`config.mk`:
```
export PLATFORM = sky130hd
export DESIGN_NAME = l2c_port_arbiter
export DESIGN_NICKNAME = d
export VERILOG_FILES = /design/src/rtl/l2c_port_arbiter.sv
export SDC_FILE = /design/constraint.sdc
export NUM_CORES = 1
export LEC_CHECK = 0
export ABC_CLOCK_PERIOD_IN_PS = 5200
export CORE_AREA = 2 2 231 233
export DETAILED_ROUTE_END_ITERATION = 8
export DIE_AREA = 0 0 233 235
export PLACE_DENSITY = 0.47
export SKIP_CTS_REPAIR_TIMING = 1
export SYNTH_ARGS = -nofsm -noshare
export SYNTH_HDL_FRONTEND = slang
export SYNTH_SLANG_ARGS = --single-unit
```
`constraint.sdc`:
```
create_clock -name CLK -period 5.2 [get_ports CLK]
set_input_delay 1.04 -clock CLK [delete_from_list [all_inputs] [get_ports CLK]]
set_output_delay 1.04 -clock CLK [all_outputs]
set_load 0.02 [all_outputs]
```
`src/rtl/l2c_port_arbiter.sv`:
```
// l2c_port_arbiter: round-robin scheduler for the single L2 upstream port shared by IL1 reads, DL1 reads and DL1 write-backs
module l2c_port_arbiter (
    input  logic        CLK,
    input  logic        RSTn,
    input  logic        arb_hold,
    input  logic [31:0] IL1_ARADDR,
    input  logic [7:0]  IL1_ARLEN,
    input  logic [1:0]  IL1_ARBURST,
    input  logic        IL1_ARVALID,
    output logic        IL1_ARREADY,
    output logic [63:0] IL1_RDATA,
    output logic [1:0]  IL1_RRESP,
    output logic        IL1_RLAST,
    output logic        IL1_RVALID,
    input  logic        IL1_RREADY,
    input  logic [31:0] DL1_ARADDR,
    input  logic [7:0]  DL1_ARLEN,
    input  logic [1:0]  DL1_ARBURST,
    input  logic        DL1_ARVALID,
    output logic        DL1_ARREADY,
    output logic [63:0] DL1_RDATA,
    output logic [1:0]  DL1_RRESP,
    output logic        DL1_RLAST,
    output logic        DL1_RVALID,
    input  logic        DL1_RREADY,
    input  logic [31:0] DL1_AWADDR,
    input  logic [7:0]  DL1_AWLEN,
    input  logic [1:0]  DL1_AWBURST,
    input  logic        DL1_AWVALID,
    output logic        DL1_AWREADY,
    input  logic [63:0] DL1_WDATA,
    input  logic [7:0]  DL1_WSTRB,
    input  logic        DL1_WLAST,
    input  logic        DL1_WVALID,
    output logic        DL1_WREADY,
    output logic [1:0]  DL1_BRESP,
    output logic        DL1_BVALID,
    input  logic        DL1_BREADY,
    output logic [31:0] L2_ARADDR,
    output logic [7:0]  L2_ARLEN,
    output logic [1:0]  L2_ARBURST,
    output logic        L2_ARVALID,
    input  logic        L2_ARREADY,
    input  logic [63:0] L2_RDATA,
    input  logic [1:0]  L2_RRESP,
    input  logic        L2_RLAST,
    input  logic        L2_RVALID,
    output logic        L2_RREADY,
    output logic [31:0] L2_AWADDR,
    output logic [7:0]  L2_AWLEN,
    output logic [1:0]  L2_AWBURST,
    output logic        L2_AWVALID,
    input  logic        L2_AWREADY,
    output logic [63:0] L2_WDATA,
    output logic [7:0]  L2_WSTRB,
    output logic        L2_WLAST,
    output logic        L2_WVALID,
    input  logic        L2_WREADY,
    input  logic [1:0]  L2_BRESP,
    input  logic        L2_BVALID,
    output logic        L2_BREADY
);
    typedef enum logic [2:0] {IDLE, RD_ADDR, RD_DATA, WR_ADDR, WR_DATA, WR_RESP} state_t;
    state_t      state_q, state_d;
    logic [1:0]  ptr_q, ptr_d, owner_q, owner_d, burst_q, burst_d;
    logic [31:0] addr_q, addr_d;
    logic [7:0]  len_q, len_d;
    logic [2:0]  req, rot, gnt, sum;
    logic [1:0]  off, win;
    logic        any, idle, rd, wd, wr;

    // rotate live requests so the scan starts at ptr, then map the first hit back to a slot
    always_comb begin
        req = {DL1_AWVALID, DL1_ARVALID, IL1_ARVALID} & {3{~arb_hold & RSTn}};
        rot = 3'({req, req} >> ptr_q);
        off = rot[0] ? 2'd0 : rot[1] ? 2'd1 : 2'd2;
        sum = {1'b0, ptr_q} + {1'b0, off};
        win = sum > 3'd2 ? 2'(sum - 3'd3) : sum[1:0];
        any = |req;
        idle = state_q == IDLE;
        gnt = (idle && any) ? 3'(3'b001 << win) : 3'b000;
    end

    // next state plus capture of the winner's request on accept
    always_comb begin
        state_d = state_q;
        ptr_d = ptr_q;
        owner_d = owner_q;
        addr_d = addr_q;
        len_d = len_q;
        burst_d = burst_q;
        case (state_q)
            IDLE: if (any) begin
                state_d = win == 2'd2 ? WR_ADDR : RD_ADDR;
                ptr_d = win == 2'd2 ? 2'd0 : win + 2'd1;
                owner_d = win;
                addr_d = win == 2'd2 ? DL1_AWADDR : win == 2'd1 ? DL1_ARADDR : IL1_ARADDR;
                len_d = win == 2'd2 ? DL1_AWLEN : win == 2'd1 ? DL1_ARLEN : IL1_ARLEN;
                burst_d = win == 2'd2 ? DL1_AWBURST : win == 2'd1 ? DL1_ARBURST : IL1_ARBURST;
            end
            RD_ADDR: if (L2_ARREADY) state_d = RD_DATA;
            RD_DATA: if (L2_RVALID && L2_RREADY && L2_RLAST) state_d = IDLE;
            WR_ADDR: if (L2_AWREADY) state_d = WR_DATA;
            WR_DATA: if (L2_WVALID && L2_WREADY && DL1_WLAST) state_d = WR_RESP;
            WR_RESP: if (L2_BVALID && L2_BREADY) state_d = IDLE;
            default: state_d = IDLE;
        endcase
    end

    // FSM, pointer, owner and address registers; reset drops every handshake at once
    always_ff @(posedge CLK or negedge RSTn) begin
        if (!RSTn) begin
            state_q <= IDLE;
            ptr_q <= 2'd0;
            owner_q <= 2'd0;
            addr_q <= '0;
            len_q <= '0;
            burst_q <= '0;
        end else begin
            state_q <= state_d;
            ptr_q <= ptr_d;
            owner_q <= owner_d;
            addr_q <= addr_d;
            len_q <= len_d;
            burst_q <= burst_d;
        end
    end

    assign rd = state_q == RD_DATA;
    assign wd = state_q == WR_DATA;
    assign wr = state_q == WR_RESP;

    assign IL1_ARREADY = gnt[0];
    assign DL1_ARREADY = gnt[1];
    assign DL1_AWREADY = gnt[2];

    assign L2_ARVALID = state_q == RD_ADDR;
    assign L2_ARADDR = addr_q;
    assign L2_ARLEN = len_q;
    assign L2_ARBURST = burst_q;
    assign L2_AWVALID = state_q == WR_ADDR;
    assign L2_AWADDR = addr_q;
    assign L2_AWLEN = len_q;
    assign L2_AWBURST = burst_q;

    assign IL1_RDATA = L2_RDATA;
    assign IL1_RRESP = L2_RRESP;
    assign IL1_RLAST = L2_RLAST;
    assign DL1_RDATA = L2_RDATA;
    assign DL1_RRESP = L2_RRESP;
    assign DL1_RLAST = L2_RLAST;
    assign IL1_RVALID = rd && owner_q == 2'd0 && L2_RVALID;
    assign DL1_RVALID = rd && owner_q == 2'd1 && L2_RVALID;
    assign L2_RREADY = rd && (owner_q == 2'd1 ? DL1_RREADY : IL1_RREADY);

    assign L2_WDATA = DL1_WDATA;
    assign L2_WSTRB = DL1_WSTRB;
    assign L2_WLAST = DL1_WLAST;
    assign L2_WVALID = wd && DL1_WVALID;
    assign DL1_WREADY = wd && L2_WREADY;

    assign DL1_BRESP = L2_BRESP;
    assign DL1_BVALID = wr && L2_BVALID;
    assign L2_BREADY = wr && DL1_BREADY;
endmodule

```
# [Yosys cells after proc, flatten, opt, wreduce, memory -nomap -nowiden]
# Index checks and enable logic that the tools add are counted.
[totals] reg_bits=49 elab_cells=69
[classes] n_eq_ne=14 n_shift=2 order_cmp=1 n_reduce_logical=20 n_addsub=3 n_mux=20 n_bitwise=3
[ops] op="$mux W32" n=2
[ops] op="$mux W3" n=7
[ops] op="$pmux W3 S6" n=1
[ops] op="$mux W8" n=2
[ops] op="$logic_and A1 B1 Y1" n=15
[ops] op="$mux W2" n=7
[ops] op="$ne A2 B1 Y1 const B" n=5
[ops] op="$eq A3 B2 Y1 const B" n=2
[ops] op="$eq A3 B3 Y1 const B" n=2
[ops] op="$reduce_and A6 Y1" n=1
[ops] op="$shr A6 B2 Y2" n=1
[ops] op="$eq A2 B1 Y1 const B" n=2
[ops] op="$add A2 B2 Y3" n=1
[ops] op="$and A3 B3 Y3" n=1
[ops] op="$eq A3 B1 Y1 const B" n=1
[ops] op="$gt A3 B2 Y1 const B" n=1
[ops] op="$logic_not A3 Y1" n=1
[ops] op="$reduce_or A3 Y1" n=1
[ops] op="$shl A1 B2 Y3 const A" n=1
[ops] op="$add A2 B1 Y2 const B" n=1
[ops] op="$eq A2 B2 Y1 const B" n=1
[ops] op="$logic_not A2 Y1" n=1
[ops] op="$ne A2 B2 Y1 const B" n=1
[ops] op="$reduce_and A2 Y1" n=1
[ops] op="4 further kinds" n=4

# [Logic depth before layout (Yosys ltp)]
# Gate-level depths: netlist of run 1.
[logic_depth] depth_word=13 depth_mapped=14 depth_no_buf=12

# [Least setup slack after synthesis of run 1]
# OpenSTA, ideal clock, no wires.
[synth_timing] path_kind="input port to output port" from="input DL1_ARVALID" to="output DL1_AWREADY" n_path_buf=1 slack_ns=0.642 cell_stages=11 arrival_ns=3.518 cell_sequence="nor3b_1 > a311oi_1 > a211oi_1 > ha_1 > fa_1 > ha_1 > inv_1 > a21o_2 > a31oi_2 > clkbuf_1 > nor2_1"
[synth_between] elab_chain_cells=9 elab_cells_between_ends=12 classes_between="2 x add/sub; 1 x order compare; 2 x shift; 4 x mux; 1 x bitwise; 2 x reduce/logical"
[synth_rtl] element="start, declared" line="19" source="input logic DL1_ARVALID,"
[synth_rtl] element="$and A3 B3 Y3 (*)" line="74" source="req = {DL1_AWVALID, DL1_ARVALID, IL1_ARVALID} & {3{~arb_hold & RSTn}};"
[synth_rtl] element="$shr A6 B2 Y2" line="75" source="rot = 3'({req, req} >> ptr_q);"
[synth_rtl] element="$mux W2 (2 in series)" line="76" source="off = rot[0] ? 2'd0 : rot[1] ? 2'd1 : 2'd2;"
[synth_rtl] element="$add A2 B2 Y3" line="77" source="sum = {1'b0, ptr_q} + {1'b0, off};"
[synth_rtl] element="$gt A3 B2 Y1 / $sub A2 B2 Y2 (equally long branches)" line="78" source="win = sum > 3'd2 ? 2'(sum - 3'd3) : sum[1:0];"
[synth_rtl] element="$mux W2" line="78"
[synth_rtl] element="$shl A1 B2 Y3" line="81" source="gnt = (idle && any) ? 3'(3'b001 << win) : 3'b000;"
[synth_rtl] element="$mux W3 (*)" line="81"
[synth_rtl] element="end, declared" line="30" source="output logic DL1_AWREADY,"
# Mark *: on every way between the ends. The rest lies on a longest branch, timed or not.

# [Worst setup path in the final report of run 1]
[layout_timing] from="input DL1_AWVALID" to="output DL1_AWREADY"
[layout_between] elab_chain_cells=9 elab_cells_between_ends=12 classes_between="2 x add/sub; 1 x order compare; 2 x shift; 4 x mux; 1 x bitwise; 2 x reduce/logical"
[layout_rtl] element="start, declared" line="29" source="input logic DL1_AWVALID,"
[layout_rtl] element="$and A3 B3 Y3 (*)" line="74"
[layout_rtl] element="$shr A6 B2 Y2" line="75"
[layout_rtl] element="$mux W2 (2 in series)" line="76"
[layout_rtl] element="$add A2 B2 Y3" line="77"
[layout_rtl] element="$gt A3 B2 Y1 / $sub A2 B2 Y2 (equally long branches)" line="78"
[layout_rtl] element="$mux W2" line="78"
[layout_rtl] element="$shl A1 B2 Y3" line="81"
[layout_rtl] element="$mux W3 (*)" line="81"
# Marks and branches as above.

==> impl_results.md, run 1 <==
- Result of the run: completed
- FF+latch count, synth: 49
- Ranking of synthesized cells by area: buf_4 (39%), dfrtp_1 (25%), o221ai_1 (7.6%), a2bb2oi_1 (5.8%), nand2_1 (3.6%)
- Predominant post-synthesis flop cell: dfrtp_1
- TritonCTS clock tree: done
- Antenna Nets Post-Route: 0
- DR iter-0 viols: approximately 80
- CP endpoint kind: primary output
- Die area: between 50000 and 60000 sq um
- Post-Syn Area: ~4800 sq um
- Clock transition at path regs: ~70 ps
- IO Pins: a little under 600
- Hpwl dp: between 10000 and 15000 um
- Worst skew pair latency: approximately 330 ps
- CTS Root Cell: clkbuf_16
- Die H: 235 um
- CP required: ~4200 ps
- Final period utilization: between 90% and 100%
- Pre-Repair DR Iteration Count: 4
- DP Area: 6086 sq um
- CP Class: primary input to primary output
- CP startpoint kind: primary input
- Rows: between 80 and 90
- Share of post-route cells with drive strength above 1: under 10%
- Vias after detailed routing: between 3000 and 4000
- Final WL: between 15000 and 20000 um
- Pwr Density: approximately 520 nW/um^2
- Global placer's final weighted congestion: around 0.69
- Final hold violation count: 0
- Final setup fails: 0
- Global Route Usage Sum: 6.968%
- Most frequent cells in the layout: clkdlybuf4s50_1 (236), dfrtp_1 (49), nand2_1 (46)
- Slew margin rel.: between 50% and 60%
- Clock sink count: between 40 and 50
- Arr. time, crit path: around 4000 ps
- CTS H-tree depth: 2
- Nets: approximately 800
- Die extent in x: ~230 um
- Initial antenna violation count: 1
- Port buffer count: roughly 240
- Largest net degree at the start of global routing: 49
- Syn nets: approximately 820
- Filler cell count: between 6000 and 7000
- Synthesis-to-finish area growth: 29.29%
- Number of global-route vias before repair: 3844
- Initial core utilization: a little under a tenth
- Fmax achieved: 198.7 MHz
- Slew Limit Fails: 0
- Mean Syn Cell Area: ~9.1 sq um
- Fin crit period: slightly above 5000 ps
- CTS buffer count: 5
- Final instance area: a little over 6000 sq um
- Diodes inserted: 0
- CTS max path bufs: 2
- Core outline area: 52240 sq um
- Maximum vdd ir drop: about 0.00022 V
- Post-synth cell types: 44
- Commonest non-fill, non-tap cell in the layout: clkdlybuf4s50_1
- DR DRC count: 0
- Async SR Flop Fraction: 100.0%
- GR Overflow Total: 0
- First-pass GRT wire length: 26990 um
- Yosys top cell by area: buf_4
- Vias per cell: ~3
- Number of synthesized flops with an enable pin: 0
- Syn Inst Count: between 500 and 600
- Max cap viols: 0
- Final Core Density: a little under an eighth
- Post-synthesis sequential area ratio: approximately 25%
- Leak Pwr: 2.221 nW
- Routed length per instance: roughly 16 um
- Yosys top cell area share: around two fifths
- Clock Skews: between 20 and 25 ps
- Crit Path Max Fanout: 5
- Hold crit path type: flip-flop to flip-flop
- Warning count from the yosys run: 0
- Worst slew pin tran: roughly 700 ps
[state kept, by name (all words and copies together) (netlist names)]
name        count
L2_ARADDR      32
owner_q         2
L2_ARLEN        8
ptr_q           2
state_q         3
L2_ARBURST      2
[stage by stage]
stage,setup slack (ps),instances,hold WS (ps),power [W],TNS [ps]
after floorplan,642.4,530,463.5,0.002311,0
after global placement,90.88,1193,527.3,0.002932,0
after detailed placement,29.28,1193,540.0,0.002940,0
after CTS,35.23,1201,550.2,0.003348,0
after global routing,-0.9242,1201,572.7,0.003500,-0.9242
final,167.1,1201,544.5,0.003267,0
[worst max-delay path, cell delays in order]
cell             delay, ps
clkdlybuf4s50_1        530
inv_1                   50
a311oi_1               270
a211oi_1               100
ha_1                   220
fa_2                   580
ha_1                   180
inv_1                   40
a21o_2                 210
buf_4                  150
a31oi_4                200
nor2_2                  60
buf_4                  180
buf_4                  160
[layer usage]
metal  track usage, %  share of wire (%)
met1            7.263                 38
met3            3.495                 12
met2            11.34                 45
met5                0              0.056
met4            3.880                4.6
[cells in the mapped netlist, drive strengths merged (3+ instances only)]
master,n
clkbuf,12
a211oi,3
nand2,46
inv,8
a21o,4
a2bb2oi,42
nor2,8
nand2b,5
buf,264
o221ai,42
a21oi,3
a31oi,5
and3,4
nor3,6
o21ai,4
dfrtp,49
nor2b,4
[path summary, 6_finish.rpt]
path	start	to	slack (ps)	depth (start not counted)
max	DL1_AWVALID	DL1_AWREADY	170	14
min	L2_ARADDR[9]$_DFFE_PN0P_	L2_ARADDR[9]$_DFFE_PN0P_	540	2
max reg2reg	ptr_q[1]$_DFFE_PN0P_	L2_ARADDR[24]$_DFFE_PN0P_	1210	14
min reg2reg	L2_ARADDR[9]$_DFFE_PN0P_	L2_ARADDR[9]$_DFFE_PN0P_	540	2
max in group asynchronous	RSTn	L2_ARADDR[12]$_DFFE_PN0P_	3540	3
min in group asynchronous	RSTn	owner_q[0]$_DFFE_PN0P_	830	2
[power breakdown]
part	switching [W]	internal (W)	total, W	leakage (nW)
Sequential	0.000216	0.000563	0.000779	0.611
Combinational	0.00117	0.000945	0.00212	1.55
Clock	0.000188	0.000181	0.000368	0.0641
[cell families after synthesis]
group / share of synthesized area (%)
DFF: 25.42
and+or+nand+nor: 8.898
muxes: 0.2075
xor gates and xnor gates: 0.1816
adders and majority gates: 0.9338
buffers and inverters: 44.28
AOI/OAI and AO/OA: 20.08
[cell type report]
type	instances	area, sq um	share of cell area [%]
Sequential cell	49	1226	19.66
Inverter	8	30.03	0.4815
Multi-Input combinational cell	196	1476	23.68
Clock inverter	1	7.507	0.1204
Clock buffer	7	132.6	2.127
Timing Repair Buffer	252	2502	40.13
Tap cell	688	860.8	13.80
No activity file was read; power rests on OpenSTA's default activity.
==> run 2, diff against run 1 <==
--- a/config.mk
+++ b/config.mk
@@ -5,11 +5,11 @@
 export SDC_FILE = /design/constraint.sdc
 export NUM_CORES = 1
 export LEC_CHECK = 0
-export ABC_CLOCK_PERIOD_IN_PS = 5200
+export ABC_CLOCK_PERIOD_IN_PS = 4300
 export CORE_AREA = 2 2 231 233
 export DETAILED_ROUTE_END_ITERATION = 8
 export DIE_AREA = 0 0 233 235
-export PLACE_DENSITY = 0.47
+export PLACE_DENSITY = 0.48
 export SKIP_CTS_REPAIR_TIMING = 1
 export SYNTH_ARGS = -nofsm -noshare
 export SYNTH_HDL_FRONTEND = slang
==> constraint.sdc (replaced) <==
create_clock -name CLK -period 4.3 [get_ports CLK]
set_input_delay 0.86 -clock CLK [delete_from_list [all_inputs] [get_ports CLK]]
set_output_delay 0.86 -clock CLK [all_outputs]
set_load 0.02 [all_outputs]
==> run 2 against run 1 <==
Net effect: wire length rose by 0.11%; die area did not move; global-route usage rose by 0.080 points; non-clock buffer count up 19; combinational power up 27%; cell area rose by 3.7%; clock skew decreased by 5.9 ps; sequential power is 21% higher; largest power group unchanged; sequential share of layout area decreased by 0.70 points.
==> impl_results.md, run 2 (synthesis results as in run 1) <==
- Routed length per instance: between 15 and 20 um
- GR Overflow Total: 0
- Comb power frac: about 66%
- Worst skew pair latency: around 330 ps
- Final period utilization: 97.62%
- Vias per cell: 3.043
- Post-route insts no fill: about 1200
- Result of the run: completed
- Final setup fails: 0
- Placed cell count: 1208
- Final WL: 19720 um
- Largest net degree at the start of global routing: 46
- IO Pins: roughly 590
- Fmax achieved: 238.2 MHz
- Clock Skews: between 10 and 15 ps
- DP Area: around 6200 sq um
- Diodes inserted: 0
- Leak Pwr: 2.352 nW
- GR Util met1: around 7.4%
- Final hold violation count: 0
- Maximum vdd ir drop: about 0.00026 V
- Pre-Repair DR Iteration Count: 4
- GR Util met3: between 3 and 4%
- Fin crit period: about 4200 ps
- Internal power: roughly 0.0022 W
- CTS buffer count: 5
- CP startpoint kind: primary input
- TritonCTS clock tree: done
- Crit path max-delay family: adder cells
- Switching share of total power: 46.99%
- Most frequent cells in the layout: clkdlybuf4s50_1 (234), dfrtp_1 (49), nand2_1 (46)
- CP endpoint kind: primary output
- Global placer's final weighted congestion: 0.7337
- Commonest non-fill, non-tap cell in the layout: clkdlybuf4s50_1
- Port buffer count: around 240
- Max cap viols: 0
- Arr. time, crit path: 3340 ps
- Core outline area: about 52000 sq um
- Synthesis-to-finish area growth: 34.03%
- Clock transition at path regs: around 80 ps
- Slowest CP cell: fa_1
- Most common cell on crit path: ha_2
- Clock sink count: 49
- Worst slew pin tran: ~620 ps
- Die H: about 240 um
- Number of global-route vias before repair: 3913
- Clk pwr share: between 10% and 20%
- First-pass GRT wire length: roughly 27000 um
- Global Route Usage Sum: roughly 7%
- Pwr Density: 634.5 nW/um^2
- CTS Root Cell: clkbuf_16
- Share of post-route cells with drive strength above 1: 13.16%
- GRT busiest layer: met2
- Vias after detailed routing: approximately 3700
- CP Class: primary input to primary output
- DR DRC count: 0
- Die area: around 55000 sq um
- Number of flip-flops in the largest register: 32
- Slew margin rel.: 58.54%
- Initial core utilization: 9.234%
- Rows: 84
- Critical path buffers and inverters: 4
- Crit Path Max Fanout: 3
- Switching power: ~0.0019 W
- CTS max path bufs: 2
- CP required: 3440 ps
- Die extent in x: around 230 um
- CTS H-tree depth: 2
- DR iter-0 viols: 91
- Slew Limit Fails: 0
- CP Cell Sequence: clkdlybuf4s50_1 > nand2b_4 > a211oi_2 > ha_2 > fa_1 > ha_2 > inv_1 > a21o_4 > buf_4 > a22oi_2 > nor2_4 > buf_6
- Initial antenna violation count: 3
- Hpwl dp: ~15000 um
- Final instance area: 6465 sq um
- Nets: between 800 and 900
- Met2 GRT Util: between 10% and 20%
- Crit-path max cell delay: approximately 570 ps
- Reg power frac: between 20 and 25%
- Antenna Nets Post-Route: 0
- Hold crit path type: flip-flop to flip-flop
-- run 2: cell types whose count changed in the layout (fill, tap and decap cells not counted), sizes merged --
cell           previous run  this run
buf                      14        33
clkdlybuf4s50           236       234
clkinv                    0         2
clkinvlp                  1         0
dlymetal6s2s              2         3
-- run 2: through the flow --
stage	TNS, ps	util [%]	power (W)	hold slack (ps)	setup WS, ps
6_report	0	12.38	0.004102	547.0	102.3
5_1_grt	-13.78	12.38	0.004441	573.4	-13.78
4_1_cts	-1499	12.21	0.004187	549.4	-808.6
3_5_place_dp	-8713	11.92	0.003664	537.8	-777.6
3_3_place_gp	-8311	11.92	0.003654	537.4	-765.7
2_1_floorplan	0	-	0.002794	463.5	102.4
-- run 2: worst paths after layout --
check | slack [ps] | to | startpoint | cells past startpoint
setup / recovery | 100 | DL1_ARREADY | arb_hold | 12
hold / removal | 550 | L2_ARADDR[31]$_DFFE_PN0P_ | L2_ARADDR[31]$_DFFE_PN0P_ | 2
setup reg to reg | 450 | L2_ARADDR[26]$_DFFE_PN0P_ | ptr_q[1]$_DFFE_PN0P_ | 16
hold reg to reg | 550 | L2_ARADDR[31]$_DFFE_PN0P_ | L2_ARADDR[31]$_DFFE_PN0P_ | 2
max in group asynchronous | 2830 | ptr_q[1]$_DFFE_PN0P_ | RSTn | 3
min in group asynchronous | 650 | L2_ARADDR[26]$_DFFE_PN0P_ | RSTn | 2
-- run 2: power by group through the flow --
stage | clock (W) | sequential, W | combinational, W
floorplan | 0 | 0.00107 | 0.00172
global placement | 0 | 0.000955 | 0.00270
detailed placement | 0 | 0.000960 | 0.00270
CTS | 0.000525 | 0.000953 | 0.00271
global route | 0.000532 | 0.000985 | 0.00292
finish | 0.000464 | 0.000940 | 0.00270
-- run 2: layer usage --
metal,vias up,routed length [um]
met5,-,26
met4,4,890
met3,89,2227
met2,325,9217
met1,1695,7360
li1,1600,-
-- run 2: final cells by class --
type                    instances  area, sq um
multi-input cells             196         1520
fillers                      5968        45770
well taps                     688        860.8
clock inverters                 2        13.76
flip-flops and latches         49         1226
repair buffers                271         2675
clock buffers                   6        138.9
inverters                       8        30.03
-- run 2: worst reg2reg max path, cell delays in order (launching register included) --
cell       delay [ps]
dfrtp_1           510
nand2b_1          180
nor2_1             50
a31oi_1           170
a211oi_2          100
ha_2              190
fa_1              570
ha_2              190
inv_1              50
a21o_4            210
buf_4             140
a22oi_2           270
buf_4             160
buf_4             310
buf_12            250
o221ai_1          240
a2bb2oi_1         200
